<file path="src/rtl/beat_pkg.sv">
// Shared constants for the note-duration beat encoder: nominal counts at 50 MHz,
// classification thresholds, beat codes and FSM state encodings.
package beat_pkg;

  localparam int unsigned CntW = 28;
  localparam logic [CntW-1:0] CntMax = '1;

  // Nominal durations in 50 MHz cycles.
  localparam int unsigned NomWhole = 80_000_000;
  localparam int unsigned NomHalf  = 40_000_000;
  localparam int unsigned NomQtr   = 20_000_000;
  localparam int unsigned Nom8th   = 10_000_000;
  localparam int unsigned Nom16th  = 5_000_000;
  localparam int unsigned Nom32nd  = 2_500_000;
  localparam int unsigned Nom64th  = 1_250_000;

  // Each threshold sits at 1.5x the shorter neighbouring nominal.
  localparam logic [CntW-1:0] ThrGlitch  = CntW'(Nom64th / 2);
  localparam logic [CntW-1:0] Thr64th    = CntW'(Nom64th + Nom64th / 2);
  localparam logic [CntW-1:0] Thr32nd    = CntW'(Nom32nd + Nom32nd / 2);
  localparam logic [CntW-1:0] Thr16th    = CntW'(Nom16th + Nom16th / 2);
  localparam logic [CntW-1:0] Thr8th     = CntW'(Nom8th + Nom8th / 2);
  localparam logic [CntW-1:0] ThrQtr     = CntW'(NomQtr + NomQtr / 2);
  localparam logic [CntW-1:0] ThrHalf    = CntW'(NomHalf + NomHalf / 2);
  localparam logic [CntW-1:0] ThrTooLong = CntW'(NomWhole + NomWhole / 2);

  localparam logic [3:0] BeatWhole = 4'h0;
  localparam logic [3:0] BeatHalf  = 4'h1;
  localparam logic [3:0] BeatQtr   = 4'h2;
  localparam logic [3:0] Beat8th   = 4'h3;
  localparam logic [3:0] Beat16th  = 4'h4;
  localparam logic [3:0] Beat32nd  = 4'h5;
  localparam logic [3:0] Beat64th  = 4'h6;

  localparam logic [1:0] StIdle    = 2'd0;
  localparam logic [1:0] StMeasure = 2'd1;
  localparam logic [1:0] StEncode  = 2'd2;

endpackage

</file>
<file path="src/rtl/beat_quantizer.sv">
// Combinational comparator ladder mapping a cycle count to a beat code.
module beat_quantizer
  import beat_pkg::*;
(
  input  logic [CntW-1:0] d,
  output logic [3:0]      code,
  output logic            is_glitch,
  output logic            is_too_long
);

  always_comb begin
    code        = BeatWhole;
    is_glitch   = 1'b0;
    is_too_long = 1'b0;
    if (d < ThrGlitch) begin
      is_glitch = 1'b1;
    end else if (d < Thr64th) begin
      code = Beat64th;
    end else if (d < Thr32nd) begin
      code = Beat32nd;
    end else if (d < Thr16th) begin
      code = Beat16th;
    end else if (d < Thr8th) begin
      code = Beat8th;
    end else if (d < ThrQtr) begin
      code = BeatQtr;
    end else if (d < ThrHalf) begin
      code = BeatHalf;
    end else if (d < ThrTooLong) begin
      code = BeatWhole;
    end else begin
      is_too_long = 1'b1;
    end
  end

endmodule

</file>
<file path="src/rtl/beat_encoder.sv">
// Measures how long note_in is held and emits the matching beat code through
// a one-entry output slot, with overrun and too-long pulses.
module beat_encoder
  import beat_pkg::*;
(
  input  logic       clk,
  input  logic       rst,
  input  logic       note_in,
  output logic [3:0] beat,
  output logic       beat_valid,
  input  logic       beat_ready,
  output logic       overrun,
  output logic       too_long
);

  logic            note_q;
  logic [1:0]      state_q, state_d;
  logic [CntW-1:0] count_q, count_d;
  logic [3:0]      beat_q, beat_d;
  logic            valid_q, valid_d;
  logic            overrun_q, overrun_d;
  logic            too_long_q, too_long_d;

  logic       rise, fall, accept;
  logic [3:0] q_code;
  logic       q_glitch, q_too_long;

  assign rise   = note_in & ~note_q;
  assign fall   = ~note_in & note_q;
  assign accept = valid_q & beat_ready;

  beat_quantizer u_quantizer (
    .d           (count_q),
    .code        (q_code),
    .is_glitch   (q_glitch),
    .is_too_long (q_too_long)
  );

  always_comb begin
    state_d = state_q;
    count_d = count_q;
    case (state_q)
      StIdle: begin
        if (rise) begin
          count_d = CntW'(1);
          state_d = StMeasure;
        end
      end
      StMeasure: begin
        if (fall) begin
          state_d = StEncode;
        end else if (count_q != CntMax) begin
          count_d = count_q + CntW'(1);
        end
      end
      StEncode: begin
        // A re-press during ENCODE is measured straight away with no lost cycle.
        state_d = StIdle;
        if (rise) begin
          count_d = CntW'(1);
          state_d = StMeasure;
        end
      end
      default: state_d = StIdle;
    endcase
  end

  always_comb begin
    beat_d     = beat_q;
    valid_d    = valid_q & ~accept;
    overrun_d  = 1'b0;
    too_long_d = 1'b0;
    if (state_q == StEncode) begin
      if (q_too_long) begin
        too_long_d = 1'b1;
      end else if (!q_glitch) begin
        if (!valid_q || accept) begin
          beat_d  = q_code;
          valid_d = 1'b1;
        end else begin
          overrun_d = 1'b1;
        end
      end
    end
  end

  always_ff @(posedge clk) begin
    if (rst) begin
      // A note held through reset must be released and re-pressed to count.
      note_q     <= 1'b1;
      state_q    <= StIdle;
      count_q    <= '0;
      beat_q     <= BeatWhole;
      valid_q    <= 1'b0;
      overrun_q  <= 1'b0;
      too_long_q <= 1'b0;
    end else begin
      note_q     <= note_in;
      state_q    <= state_d;
      count_q    <= count_d;
      beat_q     <= beat_d;
      valid_q    <= valid_d;
      overrun_q  <= overrun_d;
      too_long_q <= too_long_d;
    end
  end

  assign beat       = beat_q;
  assign beat_valid = valid_q;
  assign overrun    = overrun_q;
  assign too_long   = too_long_q;

endmodule

</file>
<file path="config.mk">
export PLATFORM = sky130hd
export DESIGN_NAME = beat_encoder
export DESIGN_NICKNAME = d
export VERILOG_FILES = /design/src/rtl/beat_pkg.sv /design/src/rtl/beat_quantizer.sv /design/src/rtl/beat_encoder.sv
export SDC_FILE = /design/constraint.sdc
export NUM_CORES = 1
export LEC_CHECK = 0
export CORE_UTILIZATION = 45
export DETAILED_ROUTE_END_ITERATION = 8
export PLACE_DENSITY = 0.62
export SYNTH_ARGS = -nofsm -noshare
export SYNTH_HDL_FRONTEND = slang
export SYNTH_SLANG_ARGS = --single-unit
</file>
<file path="constraint.sdc">
create_clock -name clk -period 1.9 [get_ports clk]
set_input_delay 0.475 -clock clk [delete_from_list [all_inputs] [get_ports clk]]
set_output_delay 0.475 -clock clk [all_outputs]
set_load 0.1 [all_outputs]
</file>
==> flow_summary.ini <==
[layout]
drive_above_1_share_pct = 44.7
syn_to_final_growth_pct = 51.7
n_fill_cell = 363
fin_area_mm2 = 0.00352
fin_nets = 374
antenna_cells = 0

[drt]
ant_nets = 0
detail_route.vias_per_cell = 5.92
num_vias = 2579
finalWirelength_um = 7440
drtPass1Iterations = 5
drt_iter0_markers = 312
post_drt_wl_per_cell_um = 17.1
drt_drc_violations_left = 0

[hold_path]
holdCritPathClass = reg2reg
hold-path-endpoint = state_q[1]
min-delay-start = note_q
holdPathStages = 2

[global_routing]
grt_util_all_layers_pct = 27.8
overflow = 0
grt_pass1_vias = 2351
top_usage_layer = met2
grt_max_degree = 12
grt_pass1_wl_um = 11400
use_met3_pct = 5.90
grt_use_met1_pct = 35.3
globalRouteMet2Util_pct = 45.3
antenna_found_initial = 0

[yosys]
yosysUniqueCellTypes = 55
synth_top_family_by_area = simple AND/OR/NAND/NOR gates
synthXorXnorAreaFrac_pct = 9.06
synth_edf_count = 0
synth-adder-area-share_pct = 0.539
synth-compound-area-share_pct = 17.9
synth_top_cell_by_area = dfxtp_1
synth-seq-area-share_pct = 31.9
synth.mux.area_fraction_pct = 0.431
synthArstFlopShare_pct = 0
ys_top_cells_by_area = dfxtp_1, xnor2_1, nor2_1
synth_top_area_share_pct = 31.9
syn_inst = 294
ys_ff_latch = 37
synth_ff_type = dfxtp_1
synth_fp_nets = 299
synth_warnings = 0
netlist_area_mm2 = 0.00232
yosys.area_share.simple_pct = 33.8
synth.avg_cell_area_um2 = 7.89

[critical_path]
max_stage_delay_ns = 0.56
startpoint_type = flop
r2r-start = count_q[27]
cp_slowest_cell = or4_4
reg2reg_to = beat[0]
critPathMaxFanout = 2
crit_required_ns = 2.08
path_cells = or4_4 > buf_4 > o31ai_2 > a31oi_1 > buf_4 > a31oi_1 > o21ai_1
cp.arrival_ns = 2.15
setup.worst_path.end_class = flop
rrSetupSlack_ns = -0.07
crit_type = reg2reg
rr_worst_depth = 7

[die]
die_h_um = 73.8
fp.dieArea_mm2 = 0.00545
io_pins = 11
start_util_pct = 47.8
rows = 25
die_w_um = 73.8
coreArea_mm2 = 0.00485

[timing]
hold_viol = 0
fin_hold_ws_ns = 0.452
clock_skew_ns = 0.00552
layout_min_cycle_time_ns = 1.97
clock.fmax_mhz = 507
tns_ns = -0.218
rsz0062_at_grt = true
fin_ws_ns = -0.0718
tightest_slew_ns = 0.515
setup_violations = 6
timing.final.crit_share_pct = 104
final_max_slew_viol_count = 0
max-slew-margin-rel_pct = 65.6

[place]
hpwlAfterDp_um = 4940
port_buffers = 9
place_area_mm2 = 0.00297
globalplace.congestion = 0.969

[power]
p_int_mw = 1.09
p_comb_share_pct = 5.2
p_leak_nw = 1.30
power.switching_mw = 0.331
powerDensity_mw_per_mm2 = 404
sequentialPowerShare_pct = 54.6
switching_share_pct = 23.3
power_mw = 1.42
p_clk_share_pct = 40.2
max-vdd-ir-drop_mv = 0.413

[run_status]
status = complete, but fails checks
violations = setup timing

[clock_network]
clockRootBuffer = clkbuf_8
cts_sinks = 37
htree_levels = 2
cts_tree = built
clockBufferDepth = 2
cts_buffers = 5
cts-hold-fix-buffers = 0
clk_pin_slew_ns = 0.07
clk_latency_ns = 0.29

[job]
cap_violations = 0
## cell type report
| class | count | area, um^2 | share of cell area (%) |
|---|---|---|---|
| multi-input combinational | 227 | 1750 | 49.9 |
| sequential | 37 | 773 | 22.0 |
| tap | 67 | 83.8 | 2.38 |
| inverter | 5 | 18.8 | 0.533 |
| timing repair buffer | 93 | 802 | 22.8 |
| clock buffer | 7 | 86.3 | 2.45 |
## logic make-up after synthesis
kind of cell,after synthesis
DFF,37
other,1
adders and majority gates,1
AOI/OAI and AO/OA,56
muxes,1
and+or+nand+nor,144
xor gates and xnor gates,24
buffers and inverters,30
## state kept, by name, indices dropped and copies added (netlist names)
signal      flops
overrun         1
count_q        28
beat            3
beat_valid      1
state_q         2
note_q          1
too_long        1
## power groups by stage
| stage | sequential, mW | clock [mW] | combinational (mW) |
|---|---|---|---|
| finish | 0.777 | 0.571 | 0.0743 |
| detailed placement | 0.801 | 0 | 0.0660 |
| global route | 0.777 | 0.604 | 0.0797 |
| floorplan | 0.800 | 0 | 0.0438 |
| CTS | 0.779 | 0.580 | 0.0723 |
| global placement | 0.800 | 0 | 0.0641 |
## cell usage in the layout (no fill, tap or decap), types with 3 or more instances in the layout
cell type  synthesis  final
a211oi_1           8      7
nor2b_1            7      7
nor2_1            37     35
a21oi_1           11      9
o2111ai_2          1      4
and2_1             3      3
xnor2_1           18     18
nand2_1           16     15
a2111oi_4          0      4
dfxtp_2            0     14
nand4_1            7      7
and3_1             8      7
o21ai_0            9      8
nand3_2            1      5
dfxtp_4            0      4
inv_1              5      5
nand3_1           20     15
nand2b_1           3      3
nor4_1             9      5
buf_12             0      6
buf_6              2      7
buf_4              2     77
dfxtp_1           37     19
nor2_4             0      3
clkbuf_8           0      6
xor2_1             6      6
nor3_1            10      6
or4_1              4      3
## synthesized netlist by cell type (3+ instances only)
master / n
nor2_1: 37
a211oi_1: 8
inv_1: 5
buf_2: 6
and2_1: 3
o21ai_0: 9
dfxtp_1: 37
a2111oi_0: 4
o2111ai_1: 4
nor2b_1: 7
nand2_1: 16
and4_1: 3
nand4_1: 7
clkbuf_1: 14
nor3_1: 10
or2_2: 3
nand2b_1: 3
xnor2_1: 18
or3_1: 3
nand3_1: 20
or4_1: 4
a21oi_1: 11
xor2_1: 6
a31oi_1: 3
and3_1: 8
nor4_1: 9
## layer usage
metal	share of wire, %	vias to the layer above	wire length, um
met5	0	-	0
met4	4.4	0	324
met3	6.9	39	510
met2	47	137	3500
met1	42	1186	3100
li1	-	1217	-
## worst max-delay path: cells and delay by family, from the launching register on
family	cells	cell delay, ns
buffers and inverters	2	0.36
AND/OR/NAND/NOR	1	0.56
AO/OA/AOI/OAI	4	0.61
flip-flops	1	0.33
## how the worst max path moves through the flow
| stage | from | endpoint | slack [ns] | cells past startpoint |
|---|---|---|---|---|
| 6_report | count_q[27] | beat[0] | -0.07 | 7 |
| 5_1_grt | count_q[17] | count_q[13] | -0.13 | 8 |
| 4_1_cts | count_q[27] | beat[1] | -0.06 | 7 |
| 3_5_place_dp | note_in | count_q[13] | -0.60 | 8 |
| 3_3_place_gp | note_in | count_q[13] | -0.54 | 8 |
| 2_1_floorplan | count_q[21] | count_q[4] | -0.01 | 9 |
## repair_timing
item | in CTS | in global routing
setup buffers | 6 | 10
endpoints found under the hold margin | 0 | 0
pin swaps | 10 | 26
resized for setup | 32 | 53
setup endpoints to repair | 34 | 29
## metrics by stage
step / setup slack [ns] / util [%] / cells
finish: -0.0718 / 72.6 / 436
global route: -0.131 / 72.6 / 436
CTS: -0.0612 / 67.1 / 428
detailed placement: -0.598 / 61.2 / 415
global placement: -0.542 / 61.2 / 415
floorplan: -0.0108 / - / 294
Note: power is estimated with default switching activity, not from simulation.
